[config.mk]
export PLATFORM = sky130hd
export DESIGN_NAME = pdm_frontend
export DESIGN_NICKNAME = d
export VERILOG_FILES = /design/src/rtl/pdm_frontend.sv
export SDC_FILE = /design/constraint.sdc
export NUM_CORES = 1
export LEC_CHECK = 0
export CAP_MARGIN = 10
export CORE_MARGIN = 2
export CORE_UTILIZATION = 55
export CTS_CLUSTER_DIAMETER = 200
export CTS_CLUSTER_SIZE = 8
export DETAILED_ROUTE_END_ITERATION = 7
export PLACE_DENSITY = 0.9
export SYNTH_ARGS = -nofsm -noshare
export SYNTH_HDL_FRONTEND = slang
export SYNTH_SLANG_ARGS = --single-unit
[constraint.sdc]
create_clock -name clk_i -period 2.3 [get_ports clk_i]
set_clock_uncertainty 0.05 [all_clocks]
set_input_delay 0.46 -clock clk_i [delete_from_list [all_inputs] [get_ports clk_i]]
set_output_delay 0.46 -clock clk_i [all_outputs]
set_load 0.005 [all_outputs]
[src/rtl/pdm_frontend.sv]
// PDM microphone front end: generates M_CLK, samples the 1-bit stream once per
// M_CLK period and decimates it by counting ones over a DECIM-bit window.
module pdm_frontend #(
  parameter int CLK_HALF = 25,
  parameter int DECIM    = 64,
  parameter int SAMPLE_W = 7
) (
  input  logic                clk_i,
  input  logic                rst_i,
  input  logic                en_i,
  input  logic                m_data_i,
  output logic                m_clk_o,
  output logic                m_lrsel_o,
  output logic [SAMPLE_W-1:0] sample_o,
  output logic [SAMPLE_W-1:0] amp_o,
  output logic                sample_valid_o
);

  localparam int HC_W = (CLK_HALF > 1) ? $clog2(CLK_HALF) : 1;
  localparam int BC_W = (DECIM > 1) ? $clog2(DECIM) : 1;

  localparam logic [HC_W-1:0]     HC_LAST = HC_W'(CLK_HALF - 1);
  localparam logic [BC_W-1:0]     BC_LAST = BC_W'(DECIM - 1);
  localparam logic [SAMPLE_W:0]   DECIM_X = (SAMPLE_W + 1)'(DECIM);

  logic                data_meta;
  logic                d_s;
  logic [HC_W-1:0]     hc;
  logic [BC_W-1:0]     bc;
  logic [SAMPLE_W-1:0] acc;

  logic                strobe;
  logic [SAMPLE_W-1:0] total;
  logic [SAMPLE_W:0]   twice;
  logic [SAMPLE_W:0]   amp_full;
  logic                unused_amp_msb;

  assign m_lrsel_o = 1'b0;

  // The strobe lands on the cycle that drives M_CLK low, so the mic's data
  // (launched on the rising edge) has had half a period to settle.
  assign strobe = en_i && (hc == HC_LAST) && m_clk_o;

  // Window total including the bit sampled this cycle; fits SAMPLE_W since
  // 2^SAMPLE_W > DECIM.
  always_comb begin
    total    = acc + SAMPLE_W'(d_s);
    twice    = {total, 1'b0};
    amp_full = (twice >= DECIM_X) ? (twice - DECIM_X) : (DECIM_X - twice);
  end

  assign unused_amp_msb = amp_full[SAMPLE_W];

  always_ff @(posedge clk_i) begin
    if (rst_i) begin
      data_meta      <= 1'b0;
      d_s            <= 1'b0;
      hc             <= '0;
      bc             <= '0;
      acc            <= '0;
      m_clk_o        <= 1'b0;
      sample_o       <= '0;
      amp_o          <= '0;
      sample_valid_o <= 1'b0;
    end else begin
      data_meta      <= m_data_i;
      d_s            <= data_meta;
      sample_valid_o <= 1'b0;
      if (!en_i) begin
        // Idle: park M_CLK low and drop any partial window.
        hc      <= '0;
        bc      <= '0;
        acc     <= '0;
        m_clk_o <= 1'b0;
      end else begin
        if (hc == HC_LAST) begin
          hc      <= '0;
          m_clk_o <= ~m_clk_o;
        end else begin
          hc <= hc + 1'b1;
        end
        if (strobe) begin
          if (bc == BC_LAST) begin
            sample_o       <= total;
            amp_o          <= amp_full[SAMPLE_W-1:0];
            sample_valid_o <= 1'b1;
            acc            <= '0;
            bc             <= '0;
          end else begin
            acc <= total;
            bc  <= bc + 1'b1;
          end
        end
      end
    end
  end

endmodule

==> reports/qor.log <==
INFO  floorplan      io_pins=21
INFO  floorplan      core_ar=3028squm
INFO  global_routing grt-ovfl-total=0
INFO  timing         finalCritPeriodShare=88.94%
INFO  worst_setup_path endpoint_class_of_the_critical_path=register
INFO  global_routing grt_antenna_before_repair=0
INFO  place          placed_cells_incl_taps=263
INFO  layout         post_layout_nonfiller_instances=271
INFO  power          cellLeakagePower=0.7105nW
INFO  worst_setup_path cp.arrival=2280ps
INFO  worst_setup_path regToRegEndpoint=acc[1]$_SDFFE_PP0P_
INFO  global_routing vias_in_the_first_global_route=1285
INFO  clock_tree     cts-hold-fix-buffers=0
INFO  synth          count_of_warnings_emitted_by_yosys=0
INFO  route          avgViaCountPerCell=5.373
INFO  global_routing globalRouteTotalUtil=21.15%
INFO  clock_tree     tritoncts=yes
INFO  worst_setup_path timing.critical_path.from_type=register
INFO  synth          synth.lib_cells_used.distinct=46
INFO  worst_setup_path crit_path_max_fanout=12
INFO  power          power_per_cell_area=483.1nW/um^2
INFO  route          wl_per_cell=12.04microns
INFO  floorplan      floorplan.die_area=3620squm
INFO  timing         min_period=2046ps
INFO  clock_tree     cts_post_setup_buffers_inserted=0
INFO  clock_tree     worst_setup_hold_path_clk_slew=100ps
INFO  place          hpwl=2428microns
INFO  layout         layout.area.seq=680.7squm
INFO  run_status     status=complete, no violations
INFO  timing         finalHoldViolations=0
INFO  place          finalWeightedCongestion=0.8854
INFO  timing         setup_repair_after_global_routing_missed_its_margin=no
INFO  synth          gate_count_post_synth=208
INFO  route          firstDrtPassIters=4
INFO  layout         syn2layout_area_growth=16.37%
INFO  clock_tree     max-clock-path-buffers=2
INFO  floorplan      die_y=60.17microns
INFO  layout         antenna_cells_inserted=0
INFO  route          drt_drc_violations_left=0
INFO  synth          postSynthRegisterBits=34
INFO  global_routing grt_max_degree=19
INFO  route          number_of_nets_with_antenna_violations_after_detailed_routing=0
INFO  route          dr_total_vias=1456
INFO  worst_hold_path hold_path.startpoint=data_meta$_SDFF_PP0_
INFO  place          placement.io_buffers=18
INFO  layout         finalInstanceArea=2019squm
INFO  power          vdd_ir_max=262.6uV
INFO  timing         final_slew_violations=0
INFO  worst_setup_path regToRegStartpoint=hc[0]$_SDFF_PP0_
INFO  floorplan      effective_utilization_at_floorplan=57.31%
INFO  clock_tree     master_cell_of_the_clock_root_buffer=sky130_fd_sc_hd__clkbuf_4
INFO  synth          synth_area_per_cell=8.343squm
INFO  clock_tree     worst_skew_pair.late_latency=350ps
INFO  synth          netlist_area=1735squm
INFO  timing         tns=0ps
INFO  worst_setup_path reg2reg_depth=7
INFO  timing         max_freq=488.9MHz
INFO  clock_tree     clock_tree.htree_level_count=2
INFO  route          wirelength=3264microns
INFO  layout         fillers=255
INFO  worst_hold_path hold_path.class=reg -> reg
INFO  clock_tree     clock_sinks=34
INFO  timing         timing.hold.ws=398.6ps
INFO  floorplan      die_w=60.17microns
INFO  timing         finalSetupViolCount=0
INFO  layout         nets=236
INFO  flow_run       timing.max_cap.violations=0
INFO  layout         multi_input_comb_area=960.9squm
INFO  synth          edff_count_synth=0
INFO  global_routing grt_first_pass_wirelength=5637microns
INFO  synth          postSynth.asyncResetShare=0%
INFO  synth          synth_top_flop_cell=sky130_fd_sc_hd__dfxtp_1
INFO  place          detailed_place.area=1959squm
INFO  worst_setup_path regToRegSetupSlack=250ps
INFO  route          initialDrtViolationCount=55
INFO  worst_hold_path min_to=d_s$_SDFF_PP0_
INFO  layout         final_layout_size_suffix_gt1_share=8.811%
INFO  synth          seq_area_frac_synth=39.22%
INFO  worst_setup_path setup.worst_path.class=reg -> reg
INFO  floorplan      fp-row-count=20
INFO  worst_hold_path min_delay_path_depth=1
INFO  worst_setup_path crit_required=2530ps
INFO  clock_tree     cts-buffers-inserted=5
INFO  clock_tree     resize_count_post_cts=0
worst max-delay path, cell delays in order, from the launching register on:
cell                      delay (ps)
sky130_fd_sc_hd__dfxtp_1         350
sky130_fd_sc_hd__inv_1            60
sky130_fd_sc_hd__ha_1            210
sky130_fd_sc_hd__and4b_1         340
sky130_fd_sc_hd__nand3_2         140
sky130_fd_sc_hd__buf_4           200
sky130_fd_sc_hd__or4_1           470
sky130_fd_sc_hd__a21oi_1         140
kinds of logic after synthesis:
logic type,count (synthesis),share of synthesized area [%]
xor+xnor,17,8.580
flops,34,39.22
simple gates,92,27.90
mux,1,0.5768
buf+inv,22,5.623
other cells,1,0.2161
fa+ha+maj,6,4.326
compound gates,35,13.56
per-layer routing:
metal	share of wire, %	GRT usage, %	up-vias
met5	0	0	-
met1	50	27.13	666
met2	44	32.14	22
met3	3.3	6.710	8
met4	2.4	9.841	0
li1	-	-	760
worst max path at each step:
stage               slack, ps               endpoint        startpoint
floorplan                 390  amp_o[4]$_SDFFE_PP0P_  hc[0]$_SDFF_PP0_
global placement           80  amp_o[4]$_SDFFE_PP0P_              en_i
detailed placement         30  amp_o[4]$_SDFFE_PP0P_              en_i
CTS                       260  amp_o[5]$_SDFFE_PP0P_  hc[0]$_SDFF_PP0_
global route              130  amp_o[4]$_SDFFE_PP0P_  hc[0]$_SDFF_PP0_
finish                    250    acc[1]$_SDFFE_PP0P_  hc[0]$_SDFF_PP0_
final cells by class:
class | instances | share of cell area (%)
clock inverter | 1 | 0.2478
tap | 44 | 2.726
inverter | 6 | 1.115
sequential | 34 | 33.71
clock buffer | 7 | 2.726
timing repair buffer | 26 | 11.90
multi-input combinational | 153 | 47.58
synthesized netlist by cell type, drive strengths merged (2+ instances only):
master | number | area (sq um)
o21ai | 5 | 25.02
xor2 | 5 | 43.79
or4 | 2 | 18.77
nor4 | 2 | 12.51
ha | 6 | 75.07
nor2b | 4 | 25.02
clkbuf | 8 | 30.03
a211oi | 4 | 30.03
nor3 | 8 | 51.30
buf | 8 | 45.04
nand4b | 2 | 32.53
nor2 | 29 | 108.9
xnor2 | 12 | 105.1
a31oi | 2 | 12.51
a22oi | 4 | 30.03
or3 | 2 | 12.51
and2 | 2 | 12.51
nand2 | 19 | 71.32
o311ai | 2 | 17.52
nand4 | 2 | 12.51
nand3b | 2 | 15.01
a211o | 2 | 17.52
nand3 | 13 | 70.07
a21oi | 10 | 50.05
dfxtp | 34 | 680.7
inv | 6 | 22.52
cell usage in the layout (no fill, tap or decap), types with 2 or more instances in the layout:
| cell | Yosys | routed |
|---|---|---|
| sky130_fd_sc_hd__dfxtp_1 | 34 | 34 |
| sky130_fd_sc_hd__nor2_1 | 29 | 29 |
| sky130_fd_sc_hd__nand2_1 | 19 | 19 |
| sky130_fd_sc_hd__clkdlybuf4s50_1 | 0 | 18 |
| sky130_fd_sc_hd__xnor2_1 | 12 | 12 |
| sky130_fd_sc_hd__nand3_1 | 12 | 12 |
| sky130_fd_sc_hd__a21oi_1 | 10 | 10 |
| sky130_fd_sc_hd__buf_4 | 3 | 8 |
| sky130_fd_sc_hd__nor3_1 | 7 | 7 |
| sky130_fd_sc_hd__inv_1 | 6 | 6 |
| sky130_fd_sc_hd__ha_1 | 6 | 6 |
| sky130_fd_sc_hd__xor2_1 | 5 | 5 |
| sky130_fd_sc_hd__o21ai_0 | 5 | 5 |
| sky130_fd_sc_hd__clkbuf_4 | 0 | 5 |
| sky130_fd_sc_hd__a22oi_1 | 4 | 4 |
| sky130_fd_sc_hd__a211oi_1 | 4 | 4 |
| sky130_fd_sc_hd__nor2b_1 | 4 | 4 |
| sky130_fd_sc_hd__nand4_1 | 2 | 2 |
| sky130_fd_sc_hd__and2_1 | 2 | 2 |
| sky130_fd_sc_hd__a211o_1 | 2 | 2 |
| sky130_fd_sc_hd__nand3b_1 | 2 | 2 |
| sky130_fd_sc_hd__a31oi_1 | 2 | 2 |
| sky130_fd_sc_hd__or3_1 | 2 | 2 |
| sky130_fd_sc_hd__nor4_1 | 2 | 2 |
| sky130_fd_sc_hd__conb_1 | 1 | 2 |
report_power, final:
group          internal (mW)  switching (mW)
Clock                  0.148           0.200
Combinational         0.0136          0.0207
Sequential             0.592         0.00212
state kept, by name, summed over array words and instances, names as in the netlist:
register / count
acc: 7
sample_o: 7
m_clk_o: 1
hc: 5
bc: 6
d_s: 1
amp_o: 5
data_meta: 1
sample_valid_o: 1
stage by stage:
stage	total power [mW]	setup slack, ps	utilization [%]
CTS	0.9829	264.2	66.69
floorplan	0.6305	392.7	-
global route	1.012	127.3	66.69
detailed placement	0.6416	26.76	64.71
finish	0.9755	254.4	66.69
global placement	0.6408	75.48	64.71
No activity file was read; power rests on OpenSTA's default activity.
